--- config.mk ---
export PLATFORM = sky130hd
export DESIGN_NAME = map_row_serializer_flat
export DESIGN_NICKNAME = d
export VERILOG_FILES = /design/src/rtl/map_row_serializer_if.sv /design/src/rtl/map_row_serializer.sv /design/src/flat_wrapper.sv
export SDC_FILE = /design/constraint.sdc
export NUM_CORES = 2
export LEC_CHECK = 0
export CAP_MARGIN = 5
export CORE_AREA = 2 2 672 674
export DETAILED_ROUTE_END_ITERATION = 12
export DIE_AREA = 0 0 674 676
export DONT_BUFFER_PORTS = 1
export PLACE_DENSITY_LB_ADDON = 0.15
export RECOVER_POWER = 100
export SYNTH_ARGS = -nofsm -noshare
export SYNTH_HDL_FRONTEND = slang
export SYNTH_SLANG_ARGS = --single-unit
--- constraint.sdc ---
create_clock -name clk -period 2.1 [get_ports clk]
set_input_delay 0.42 -clock clk [delete_from_list [all_inputs] [get_ports clk]]
set_output_delay 0.42 -clock clk [all_outputs]
set_load 0.05 [all_outputs]
--- src/rtl/map_row_serializer_if.sv ---
// Pixel-word stream from the row serializer to the display/collision consumer.
// The master drives words and their line/frame qualifiers; the slave drives ready.
interface map_row_serializer_if #(
  parameter int unsigned WORD = 16
);
  logic [WORD-1:0] out_data;
  logic            out_valid;
  logic            out_ready;
  logic            out_eol;
  logic            out_eof;

  modport master (
    output out_data,
    output out_valid,
    output out_eol,
    output out_eof,
    input  out_ready
  );

  modport slave (
    input  out_data,
    input  out_valid,
    input  out_eol,
    input  out_eof,
    output out_ready
  );
endinterface

--- src/rtl/map_row_serializer.sv ---
// Wall-map row serializer: walks the map generator's row index, latches each
// returned row and streams it MSB-first as WORD-bit pixel words. A one-cycle
// buffer-switch pulse closes every frame so map changes land between frames.
module map_row_serializer #(
  parameter  int unsigned H_BITS = 1696,
  parameter  int unsigned ROWS   = 480,
  parameter  int unsigned WORD   = 16,
  localparam int unsigned WPL    = H_BITS / WORD,
  localparam int unsigned RowW   = (ROWS > 1) ? $clog2(ROWS) : 1
) (
  input  logic                 clk,
  input  logic                 reset,
  input  logic                 i_enable,
  output logic [RowW-1:0]      o_row,
  input  logic [H_BITS-1:0]    i_row_data,
  output logic                 o_switch_buffer,
  output logic                 o_busy,
  map_row_serializer_if.master out_if
);

  localparam int unsigned WiW = (WPL > 1) ? $clog2(WPL) : 1;
  localparam logic [WiW-1:0]  LastWord = WiW'(WPL - 1);
  localparam logic [RowW-1:0] LastRow  = RowW'(ROWS - 1);

  typedef enum logic [1:0] {
    StIdle,
    StLoad,
    StSend,
    StFrameEnd
  } state_e;

  state_e              r_state;
  logic [RowW-1:0]     r_row;
  logic [WiW-1:0]      r_word_idx;
  logic [H_BITS-1:0]   r_shreg;
  logic                r_valid;
  logic                r_eol;
  logic                r_eof;
  logic                r_switch;

  logic                w_accept;
  logic                w_last_word;
  logic                w_last_row;
  logic [WiW-1:0]      w_next_idx;

  assign w_accept    = r_valid & out_if.out_ready;
  assign w_last_word = (r_word_idx == LastWord);
  assign w_last_row  = (r_row == LastRow);
  assign w_next_idx  = r_word_idx + 1'b1;

  // Scan FSM; eol/eof are precomputed for the word about to be presented so
  // all stream qualifiers come straight from flops.
  always_ff @(posedge clk) begin
    if (reset) begin
      r_state    <= StIdle;
      r_row      <= '0;
      r_word_idx <= '0;
      r_shreg    <= '0;
      r_valid    <= 1'b0;
      r_eol      <= 1'b0;
      r_eof      <= 1'b0;
      r_switch   <= 1'b0;
    end else begin
      r_switch <= 1'b0;
      case (r_state)
        StIdle: begin
          if (i_enable) r_state <= StLoad;
        end
        StLoad: begin
          // row was set on the edge into this state, so row_data is settled.
          r_shreg    <= i_row_data;
          r_word_idx <= '0;
          r_valid    <= 1'b1;
          r_eol      <= (WPL == 1);
          r_eof      <= (WPL == 1) && w_last_row;
          r_state    <= StSend;
        end
        StSend: begin
          if (w_accept) begin
            r_shreg    <= r_shreg << WORD;
            r_word_idx <= w_next_idx;
            if (w_last_word) begin
              r_valid <= 1'b0;
              r_eol   <= 1'b0;
              r_eof   <= 1'b0;
              if (w_last_row) begin
                r_state  <= StFrameEnd;
                r_switch <= 1'b1;
              end else begin
                r_row   <= r_row + 1'b1;
                r_state <= StLoad;
              end
            end else begin
              r_eol <= (w_next_idx == LastWord);
              r_eof <= (w_next_idx == LastWord) && w_last_row;
            end
          end
        end
        StFrameEnd: begin
          // Pulse is high here with row still at the last row.
          r_row   <= '0;
          r_state <= i_enable ? StLoad : StIdle;
        end
        default: begin
          r_state <= StIdle;
        end
      endcase
    end
  end

  assign o_row             = r_row;
  assign o_switch_buffer   = r_switch;
  assign o_busy            = (r_state != StIdle);
  assign out_if.out_data   = r_shreg[H_BITS-1 -: WORD];
  assign out_if.out_valid  = r_valid;
  assign out_if.out_eol    = r_eol;
  assign out_if.out_eof    = r_eof;

endmodule

--- src/flat_wrapper.sv ---
// flat-port wrapper written by rule: the top's interface ports become plain ports
module map_row_serializer_flat 
#(
  parameter  int unsigned H_BITS = 1696,
  parameter  int unsigned ROWS   = 480,
  parameter  int unsigned WORD   = 16,
  localparam int unsigned WPL    = H_BITS / WORD,
  localparam int unsigned RowW   = (ROWS > 1) ? $clog2(ROWS) : 1
)
  (clk, reset, i_enable, o_row, i_row_data, o_switch_buffer, o_busy, out_if_out_data, out_if_out_valid, out_if_out_eol, out_if_out_eof, out_if_out_ready);
  map_row_serializer_if #(.WORD(WORD)) out_if_i ();
  input  logic clk;
  input  logic reset;
  input  logic i_enable;
  output logic [RowW-1:0] o_row;
  input  logic [H_BITS-1:0] i_row_data;
  output logic o_switch_buffer;
  output logic o_busy;
  output wire logic [$bits(out_if_i.out_data)-1:0] out_if_out_data;
  output wire logic [$bits(out_if_i.out_valid)-1:0] out_if_out_valid;
  output wire logic [$bits(out_if_i.out_eol)-1:0] out_if_out_eol;
  output wire logic [$bits(out_if_i.out_eof)-1:0] out_if_out_eof;
  input wire logic [$bits(out_if_i.out_ready)-1:0] out_if_out_ready;
  assign out_if_out_data = out_if_i.out_data;
  assign out_if_out_valid = out_if_i.out_valid;
  assign out_if_out_eol = out_if_i.out_eol;
  assign out_if_out_eof = out_if_i.out_eof;
  assign out_if_i.out_ready = out_if_out_ready;
  map_row_serializer #(.H_BITS(H_BITS), .ROWS(ROWS), .WORD(WORD)) u_core (.clk(clk), .reset(reset), .i_enable(i_enable), .o_row(o_row), .i_row_data(i_row_data), .o_switch_buffer(o_switch_buffer), .o_busy(o_busy), .out_if(out_if_i));
endmodule
==> key figures <==
Worst setup path
  • WP data arrival: 3.05 ns
  • Crit Path Category: flop to flop
  • CP max stage delay: 0.35 ns
  • CP max FO: 6
  • Crit path buf inv count: 6
  • Crit end category: flop
  • R2R Path End: u_core.r_shreg[128]$_SDFFE_PP0P_
  • Crit-path slowest cell: dfxtp_4
  • Delay-heaviest family, CP: buffers and inverters
  • CP cell instances: buf_6 > ha_4 > nor2b_4 > nand2b_4 > buf_12 > buf_16 > buf_8 > clkbuf_16 > bufbuf_16 > a211oi_1
  • R2r setup slk: -0.17 ns
  • CP Data Required Time: 2.88 ns
  • Type of origin of the critical path: flop
  • R2R Path Start: u_core.r_state[0]$_SDFFE_PP0P_
  • R2R cell count: 10

GRT
  • Global Route Usage Sum: 0.1514
  • Met3 GRT Util: 0.03147
  • Largest net degree at the start of global routing: 103
  • Busiest grt layer: met2
  • M1 GR Usage: 0.1806
  • M2 GR Usage: 0.2737
  • Grt ovf: 0
  • Initial antenna violation count: 195
  • Vias in the first global route: 67.35k
  • First-pass GRT wire length: 503200 um

Worst hold path
  • Hold Path Depth: 3
  • Hold WC Path Type: input pin to flop
  • Hold Path End: u_core.r_shreg[1540]$_SDFFE_PP0P_
  • Hold_sp: i_row_data[1540]

Power
  • Total Power: 173500 uW
  • Peak supply drop: 0.7803 mV
  • Static leakage: 0.03809 uW
  • Cell Pwr Density: 1521 nW/um^2

Logic synthesis
  • Post-synth EDFFs: 0
  • Most used DFF post-synth: dfxtp_1
  • Yosys cell types: 41
  • Synth top area share: 0.4598
  • Syn nets: 9413
  • Ys async rst share: 0
  • Largest cells by area after synthesis: dfxtp_1 46%, mux2i_1 22%, a211oi_1 17%
  • Syn avg cell area: 9.709 sq um
  • Synth area leader: dfxtp_1
  • Mapped Cells: 7704
  • Ys Warns: 0
  • Top post-synthesis cells by count: 1718 x dfxtp_1, 1718 x nor2_1, 1683 x a211oi_1
  • Post-synthesis cell area: 74800 sq um
  • Seq/Total Area, Yosys: 0.4598
  • Synth Register Bits: 1718

STA
  • Fin crit share: 1.083
  • Slew Viols, Final: 0
  • Final Hold Violating Endpoints: 0
  • Tmin final: 2.274 ns
  • Maximum clock frequency: 439.8 MHz
  • PnR worst setup slack: -0.1738 ns
  • Relative slew margins: 0.5554
  • RSZ-0062 raised after global routing: yes
  • Slew @ Worst Pin: 0.6484 ns
  • Clk_skew: 0.05938 ns
  • Final setup vio count: 671

Floorplan
  • Die height: 676 um
  • Io pins: 1730
  • Core Area: 447800 sq um
  • Die Width: 674 um
  • Die Footprint: 455600 sq um
  • Initial core utilization: 0.1670
  • Cell row count: 246

Cells and area
  • Footprint of the multi-input gates: 38530 sq um
  • Fillers: 47.89k
  • Register area: 34400 sq um
  • Nets: 11.20k
  • Layout cells sized above 1: 0.1374
  • Area Growth Syn to Fin: 52.47%

CTS
  • Longest Clk Path Bufs: 4
  • CTS tree: done
  • Clk sinks: 1718
  • Clk Latency, worst-skew pair: 0.92 ns
  • Total CTS buffers: 219
  • Root Driver: clkbuf_16
  • H-tree depth: 4
  • Worst-path clk slew: 0.06 ns

Routing
  • DR vias: 66.69k
  • WL/cell: 24.08 um
  • Final ANT Viol Nets: 0
  • DR iter-0 viols: 3253
  • Detailed Routing Iterations Pass 1: 6
  • Total wire length: 379300 um
  • Via density: 4.235
  • Residual DRC: 0

Placed design
  • Post-DP HPWL: 281000 um
  • Place WS: -0.2966 ns
  • Port Buffers: 0
  • Final Wtd Congestion: 0.8407

Outcome
  • Status: finished with violations
  • Failing checks: negative setup slack

Run
  • Max-Cap Viols: 0
-- kinds of logic after synthesis --
| family | synth area share |
|---|---|
| multiplexers | 0.2250 |
| buffers and inverters | 0.04908 |
| flip-flops | 0.4598 |
| AO/OA/AOI/OAI | 0.1742 |
| adder cells (fa/ha/maj) | 0.001506 |
| XOR/XNOR | 0.0005854 |
| AND/OR/NAND/NOR | 0.08986 |
-- stage by stage --
step	setup TNS [ns]	hold slack, ns	area [sq um]	cells	utilization
detailed placement	-79.95	0.4906	84020	13377	0.1876
CTS	-113.97	0.01233	109600	15503	0.2447
global placement	-163.52	0.4801	84020	13377	0.1876
floorplan	-0.5310	0.4652	74820	7704	-
global route	-117.60	0.00002531	113900	15708	0.2544
finish	-29.40	0.03084	114000	15749	0.2547
-- per-layer routing --
layer	part of all wire	vias up
met5	0.0010	-
met4	0.026	68
met3	0.054	540
met2	0.51	1751
met1	0.41	32325
li1	-	32008
-- how the worst max path moves through the flow --
stage                                                   end  cells past startpoint  slack, ns                           start
final                      u_core.r_shreg[128]$_SDFFE_PP0P_                     10      -0.17  u_core.r_state[0]$_SDFFE_PP0P_
after global routing       u_core.r_shreg[128]$_SDFFE_PP0P_                     10      -0.22  u_core.r_state[0]$_SDFFE_PP0P_
after CTS                                            o_busy                      5      -0.21  u_core.r_state[1]$_SDFFE_PP0P_
after detailed placement  u_core.r_shreg[1031]$_SDFFE_PP0P_                      8      -0.30  u_core.r_state[0]$_SDFFE_PP0P_
after global placement    u_core.r_shreg[1031]$_SDFFE_PP0P_                      8      -0.34  u_core.r_state[0]$_SDFFE_PP0P_
after floorplan            u_core.r_shreg[755]$_SDFFE_PP0P_                     11     -0.009  u_core.r_state[0]$_SDFFE_PP0P_
-- tightest hold or removal path: cells and delay by family --
| family | cells | cell delay [ns] |
|---|---|---|
| compound gates | 1 | 0.07 |
| mux | 1 | 0.20 |
| buf+inv | 1 | 0.15 |
-- layout make-up --
type | instances | area share
multi-input combinational | 5200 | 0.3378
sequential | 1718 | 0.3016
timing repair buffer | 2340 | 0.2307
tap | 5952 | 0.06530
clock buffer | 336 | 0.05693
clock inverter | 50 | 0.004147
antenna | 146 | 0.003204
inverter | 7 | 0.0002962
-- timing repair --
item,4_1_cts,5_1_grt
hold buffers,1696,2
gates resized for setup,154,470
hold endpoints to repair,1710,2
setup endpoints to repair,1289,1608
pin swaps,28,101
setup buffers,16,30
gates cloned,28,72
-- layout by cell type (no fill, tap or decap), types with 16 or more instances in the layout --
master / synthesis / final
a211oi_1: 1683 / 1446
a211oi_2: 0 / 237
a21oi_1: 16 / 16
a22oi_1: 18 / 18
buf_12: 0 / 109
buf_16: 0 / 67
buf_4: 43 / 312
buf_6: 2 / 42
buf_8: 0 / 40
clkbuf_1: 299 / 62
clkbuf_16: 0 / 284
clkbuf_8: 0 / 53
clkinv_2: 0 / 34
dfxtp_1: 1718 / 1716
diode_2: 0 / 146
dlygate4sd3_1: 0 / 1698
mux2i_1: 1681 / 1640
mux2i_2: 0 / 32
nor2_1: 1718 / 1655
nor2_2: 0 / 34
nor2_4: 0 / 29
-- power by group --
part,total [uW],internal [uW],switching (uW)
logic,77300,36400,40900
clock network,37600,21700,15800
registers,58700,47300,11400
total,173000,105000,68000
-- sequential cells by signal, indices dropped and copies added, names as in the netlist --
signal	cells
u_core.o_row	9
u_core.o_switch_buffer	1
u_core.out_if.out_eof	1
u_core.out_if.out_eol	1
u_core.out_if.out_valid	1
u_core.r_shreg	1696
u_core.r_state	2
u_core.r_word_idx	7
(Power assumes the default switching activity.)
